<file path="config.mk">
export PLATFORM = sky130hd
export DESIGN_NAME = state_event_logger
export DESIGN_NICKNAME = d
export VERILOG_FILES = /design/src/rtl/state_event_logger.sv
export SDC_FILE = /design/constraint.sdc
export NUM_CORES = 1
export LEC_CHECK = 0
export CAP_MARGIN = 10
export CORE_ASPECT_RATIO = 0.75
export CORE_UTILIZATION = 55
export CTS_CLUSTER_SIZE = 30
export DETAILED_ROUTE_END_ITERATION = 6
export PLACE_DENSITY = 0.76
export SKIP_LAST_GASP = 1
export SYNTH_ARGS = -nofsm -noshare
export SYNTH_HDL_FRONTEND = slang
export SYNTH_SLANG_ARGS = --single-unit
export TNS_END_PERCENT = 20
</file>
<file path="constraint.sdc">
create_clock -name clk -period 3 [get_ports clk]
set_input_delay 0.6 -clock clk [delete_from_list [all_inputs] [get_ports clk]]
set_output_delay 0.6 -clock clk [all_outputs]
set_load 0.01 [all_outputs]
</file>
<file path="src/rtl/state_event_logger.sv">
// state_event_logger: watches the 2-bit state {f1,f2} of an upstream two-flop
// machine. Each state change is logged into a small FIFO as {previous state,
// new state, samples spent in the previous state}. Events are drained through
// a valid/ready read port. The overflow flag is sticky and records any event
// dropped while the FIFO was full.
module state_event_logger #(
    parameter int DEPTH = 4,
    parameter int CNT_W = 8
) (
    input  logic                       clk,
    input  logic                       reset,
    input  logic                       f1,
    input  logic                       f2,
    input  logic                       en,
    input  logic                       rd_ready,
    output logic                       rd_valid,
    output logic [1:0]                 rd_prev,
    output logic [1:0]                 rd_curr,
    output logic [CNT_W-1:0]           rd_dwell,
    output logic [$clog2(DEPTH+1)-1:0] count,
    output logic                       overflow
);

    localparam int PTR_W     = $clog2(DEPTH);
    localparam int CNT_OUT_W = $clog2(DEPTH+1);

    localparam logic [CNT_OUT_W-1:0] FULL_C    = CNT_OUT_W'(DEPTH);
    localparam logic [CNT_OUT_W-1:0] EMPTY_C   = {CNT_OUT_W{1'b0}};
    localparam logic [CNT_OUT_W-1:0] CNT_ONE_C = CNT_OUT_W'(1);
    localparam logic [PTR_W-1:0]     PTR_ONE_C = PTR_W'(1);
    localparam logic [CNT_W-1:0]     DWELL_MAX = {CNT_W{1'b1}};
    localparam logic [CNT_W-1:0]     DWELL_ONE = CNT_W'(1);

    // Sampler state
    logic [1:0]           last_state_r;
    logic [CNT_W-1:0]     dwell_r;

    // FIFO storage and bookkeeping
    logic [1:0]           mem_prev_r  [DEPTH];
    logic [1:0]           mem_curr_r  [DEPTH];
    logic [CNT_W-1:0]     mem_dwell_r [DEPTH];
    logic [PTR_W-1:0]     wr_ptr_r;
    logic [PTR_W-1:0]     rd_ptr_r;
    logic [CNT_OUT_W-1:0] count_r;
    logic                 overflow_r;

    // Combinational control
    logic [1:0]           sample_s;
    logic                 change_s;
    logic                 pop_s;
    logic                 full_s;
    logic                 push_s;
    logic                 drop_s;
    logic [CNT_W-1:0]     dwell_inc_s;

    // Decode change/push/pop/drop decisions from the current sample and FIFO state
    always_comb begin
        sample_s    = {f1, f2};
        change_s    = 1'b0;
        pop_s       = 1'b0;
        full_s      = 1'b0;
        push_s      = 1'b0;
        drop_s      = 1'b0;
        dwell_inc_s = dwell_r;

        if (en && (sample_s != last_state_r)) begin
            change_s = 1'b1;
        end else begin
            change_s = 1'b0;
        end

        if ((count_r != EMPTY_C) && rd_ready) begin
            pop_s = 1'b1;
        end else begin
            pop_s = 1'b0;
        end

        if (count_r == FULL_C) begin
            full_s = 1'b1;
        end else begin
            full_s = 1'b0;
        end

        // A full FIFO still accepts a push when a pop frees the head slot this edge
        if (change_s && (!full_s || pop_s)) begin
            push_s = 1'b1;
            drop_s = 1'b0;
        end else if (change_s) begin
            push_s = 1'b0;
            drop_s = 1'b1;
        end else begin
            push_s = 1'b0;
            drop_s = 1'b0;
        end

        // Dwell saturates instead of wrapping so long holds read as "at least max"
        if (dwell_r != DWELL_MAX) begin
            dwell_inc_s = dwell_r + DWELL_ONE;
        end else begin
            dwell_inc_s = dwell_r;
        end
    end

    // Track the last sampled state and how long it has been held
    always_ff @(posedge clk) begin
        if (reset) begin
            last_state_r <= 2'b00;
            dwell_r      <= {CNT_W{1'b0}};
        end else if (change_s) begin
            last_state_r <= sample_s;
            dwell_r      <= DWELL_ONE;
        end else if (en) begin
            last_state_r <= last_state_r;
            dwell_r      <= dwell_inc_s;
        end else begin
            last_state_r <= last_state_r;
            dwell_r      <= dwell_r;
        end
    end

    // Write accepted events into storage; reset clears every entry
    always_ff @(posedge clk) begin
        if (reset) begin
            for (int i = 0; i < DEPTH; i++) begin
                mem_prev_r[i]  <= 2'b00;
                mem_curr_r[i]  <= 2'b00;
                mem_dwell_r[i] <= {CNT_W{1'b0}};
            end
        end else if (push_s) begin
            mem_prev_r[wr_ptr_r]  <= last_state_r;
            mem_curr_r[wr_ptr_r]  <= sample_s;
            mem_dwell_r[wr_ptr_r] <= dwell_r;
        end else begin
            mem_prev_r[wr_ptr_r]  <= mem_prev_r[wr_ptr_r];
            mem_curr_r[wr_ptr_r]  <= mem_curr_r[wr_ptr_r];
            mem_dwell_r[wr_ptr_r] <= mem_dwell_r[wr_ptr_r];
        end
    end

    // Advance pointers (wrapping naturally at power-of-two DEPTH) and occupancy
    always_ff @(posedge clk) begin
        if (reset) begin
            wr_ptr_r <= {PTR_W{1'b0}};
            rd_ptr_r <= {PTR_W{1'b0}};
            count_r  <= EMPTY_C;
        end else begin
            if (push_s) begin
                wr_ptr_r <= wr_ptr_r + PTR_ONE_C;
            end else begin
                wr_ptr_r <= wr_ptr_r;
            end

            if (pop_s) begin
                rd_ptr_r <= rd_ptr_r + PTR_ONE_C;
            end else begin
                rd_ptr_r <= rd_ptr_r;
            end

            case ({push_s, pop_s})
                2'b10:   count_r <= count_r + CNT_ONE_C;
                2'b01:   count_r <= count_r - CNT_ONE_C;
                default: count_r <= count_r;
            endcase
        end
    end

    // Sticky flag for any event lost to a full FIFO
    always_ff @(posedge clk) begin
        if (reset) begin
            overflow_r <= 1'b0;
        end else if (drop_s) begin
            overflow_r <= 1'b1;
        end else begin
            overflow_r <= overflow_r;
        end
    end

    assign rd_valid = (count_r != EMPTY_C);
    assign rd_prev  = mem_prev_r[rd_ptr_r];
    assign rd_curr  = mem_curr_r[rd_ptr_r];
    assign rd_dwell = mem_dwell_r[rd_ptr_r];
    assign count    = count_r;
    assign overflow = overflow_r;

endmodule

</file>
==> results.cfg <==
[status]
status = completed

[pwr]
peakVddDrop_uv = 522
cell_internal_pwr_mw = 1.76
switching_share_pct = 28.9
finalPower_mw = 2.48
leakage_nw = 1.24
combPwrFrac_pct = 27.0
netSwitchingPower_uw = 717
power_frac_seq_pct = 47.5
p_per_area_nw_per_um2 = 690
clockPowerShare_pct = 25.5

[routing]
wl_per_cell_um = 16.0
top_layer = met4
drc = 0
detail_route.vias_per_cell = 5.44
wl_met1_um = 2500
drt_iter0_drc = 151
ant_nets = 0
routed-wl-met3_um = 415
dr.pass1.iters = 4
route.vias.total = 1898
routed_wl_um = 5590
dr_wl_met2_um = 2630

[worst_setup_path]
crit_family = simple AND/OR/NAND/NOR gates
critPathArrivalTime_ns = 2.89
worst_setup_path_start_kind = input pin
cp_max_fo = 2
end_kind = flip-flop
crit_path_top_delay_cell = or4b_4
worstSetupPathType = in2reg
path_cells = clkdlybuf4s50_1 -> or4b_4 -> o211ai_2 -> ha_1 -> inv_1 -> fa_1 -> xor2_1 -> or3_1 -> a21oi_1
critical_path_required_ns = 3.27
worst-path-buf-inv = 2
cpPeakStageDelay_ns = 0.50

[clock_tree]
cts.hold.buffers_added = 0
numClockSinks = 68
postCtsSetupBuffers = 0
post_cts_resized = 0
clockRootBuffer = clkbuf_8
clk_pin_slew_ns = 0.07
cts_tree = built
numCtsBuffers = 9
clk_latency_ns = 0.34
clockBufferDepth = 2
htree_levels = 3

[synthesis]
synth_most_common_cell = edfxtp_1
synth_seq_area_share_pct = 59.9
synth_flop_cell = edfxtp_1
synth.cell_area_um2 = 3070
synth-edff-count = 48
yosys_warnings = 0
syn-num-nets = 244
yosys.area_share.adder_pct = 1.47
synthTopCellsByArea = edfxtp_1 47%, dfxtp_1 13%, mux4_2 8.8%
synth_cells = 235
synth_compound_area_share_pct = 4.48
synthArstFlopShare_pct = 0
ys_types = 38
synth_top_area_share_pct = 46.9
synth-seq-cells = 68
synth_top_family_by_area = simple AND/OR/NAND/NOR gates
ys_top_cells_by_count = 48 x edfxtp_1, 30 x nor2_1, 28 x and2_1, 20 x dfxtp_1, 13 x nand2_1
synth-xor-area-share_pct = 2.28
synthMuxAreaShare_pct = 10.1
synth-simple-area-share_pct = 18.0
syn_area_per_cell_um2 = 13.1
synth.largest_area_cell = edfxtp_1

[floorplanning]
die_h_um = 66.7
core-area_um2 = 5350
rows = 23
dieArea_um2 = 5900
die_w_um = 88.3
initial_core_util_pct = 57.4
ios = 23

[grt]
grt_overflow = 0
grt_pass1_vias = 1792
grt_use_total_pct = 22.5
grt_pass1_wl_um = 9220
grt_max_degree = 16
antenna_found_initial = 0

[layout]
n_fill_cell = 399
diodes = 0
drive_above_1_share_pct = 19.0
layout.nets = 278
areaGrowthSynthToFinish_pct = 16.9

[timing]
min_period_ns = 2.62
skew_ns = 0.00727
rsz0062_at_grt = false
hold_viol_final = 0
hold_ws_ns = 0.485
slew_headroom_pct = 56.0
finalCritPeriodShare_pct = 87.3
tns_ns = 0
maxSlewViolCount = 0
setup_viol = 0
worstMarginPinSlew_ns = 0.657
fmax_mhz = 382

[placed_design]
gp_congestion = 0.801
hpwl_um = 4020
portBuffers = 22

[run]
cap_violations = 0

[min_path]
worstHoldPathType = reg2reg
==> final cells by class <==
cell class | instances | area, um2 | area share [%]
clock buffers | 9 | 124 | 3.45
repair buffers | 37 | 333 | 9.26
inverters | 8 | 30.0 | 0.836
well taps | 75 | 93.8 | 2.61
flip-flops and latches | 68 | 1840 | 51.3
multi-input cells | 145 | 1130 | 31.4
clock inverters | 7 | 43.8 | 1.22
==> cells in the final DEF, fill, tap and decap left out, types with 8 or more instances in the layout <==
cell	instances
buf_4	15
mux4_2	12
nor2_1	30
edfxtp_1	48
dfxtp_1	20
inv_1	8
clkbuf_8	9
nand2_1	13
clkdlybuf4s50_1	22
and2_1	28
==> power groups by stage <==
| stage | clock (mW) | sequential (mW) | combinational (mW) |
|---|---|---|---|
| after global routing | 0.691 | 1.19 | 0.732 |
| after floorplan | 0 | 1.17 | 0.423 |
| after global placement | 0 | 1.19 | 0.668 |
| final | 0.631 | 1.18 | 0.670 |
| after detailed placement | 0 | 1.20 | 0.676 |
| after CTS | 0.647 | 1.18 | 0.678 |
==> logic make-up (layout without fill, tap and decap cells) <==
kind of cell             after synthesis  after routing
flip-flops                            68             68
XOR/XNOR                               8              8
AND/OR/NAND/NOR                       99             99
AO/OA/AOI/OAI                         19             19
buffers and inverters                 22             61
multiplexers                          16             16
adder cells (fa/ha/maj)                3              3
==> sequential cells by signal, indices dropped and copies added, names as in the netlist, named ones only <==
signal	flops
mem_dwell_r	32
count	3
mem_prev_r	8
last_state_r	2
overflow	1
mem_curr_r	8
wr_ptr_r	2
dwell_r	8
rd_ptr_r	2
==> per-stage QoR <==
step	util, %	area, um2	instances	setup WS [ns]
5_1_grt	67.1	3590	349	0.300
2_1_floorplan	-	3070	235	0.294
6_report	67.1	3590	349	0.380
3_5_place_dp	64.0	3430	333	0.0385
4_1_cts	67.1	3590	349	0.399
3_3_place_gp	64.0	3430	333	0.117
==> layer usage <==
metal / track usage, % / vias up
met3: 8.30 / 7
met4: 6.05 / 0
met5: 0 / -
met1: 30.1 / 895
met2: 34.7 / 70
li1: - / 926
==> path summary, 6_finish.rpt <==
check | from | to | depth (start not counted) | slack, ns
max | rd_ready | count[2] | 9 | 0.38
min reg2reg | overflow | overflow | 1 | 0.49
max reg2reg | count[0] | count[2] | 8 | 0.64
min | overflow | overflow | 1 | 0.49
No activity file was read; power rests on OpenSTA's default activity.
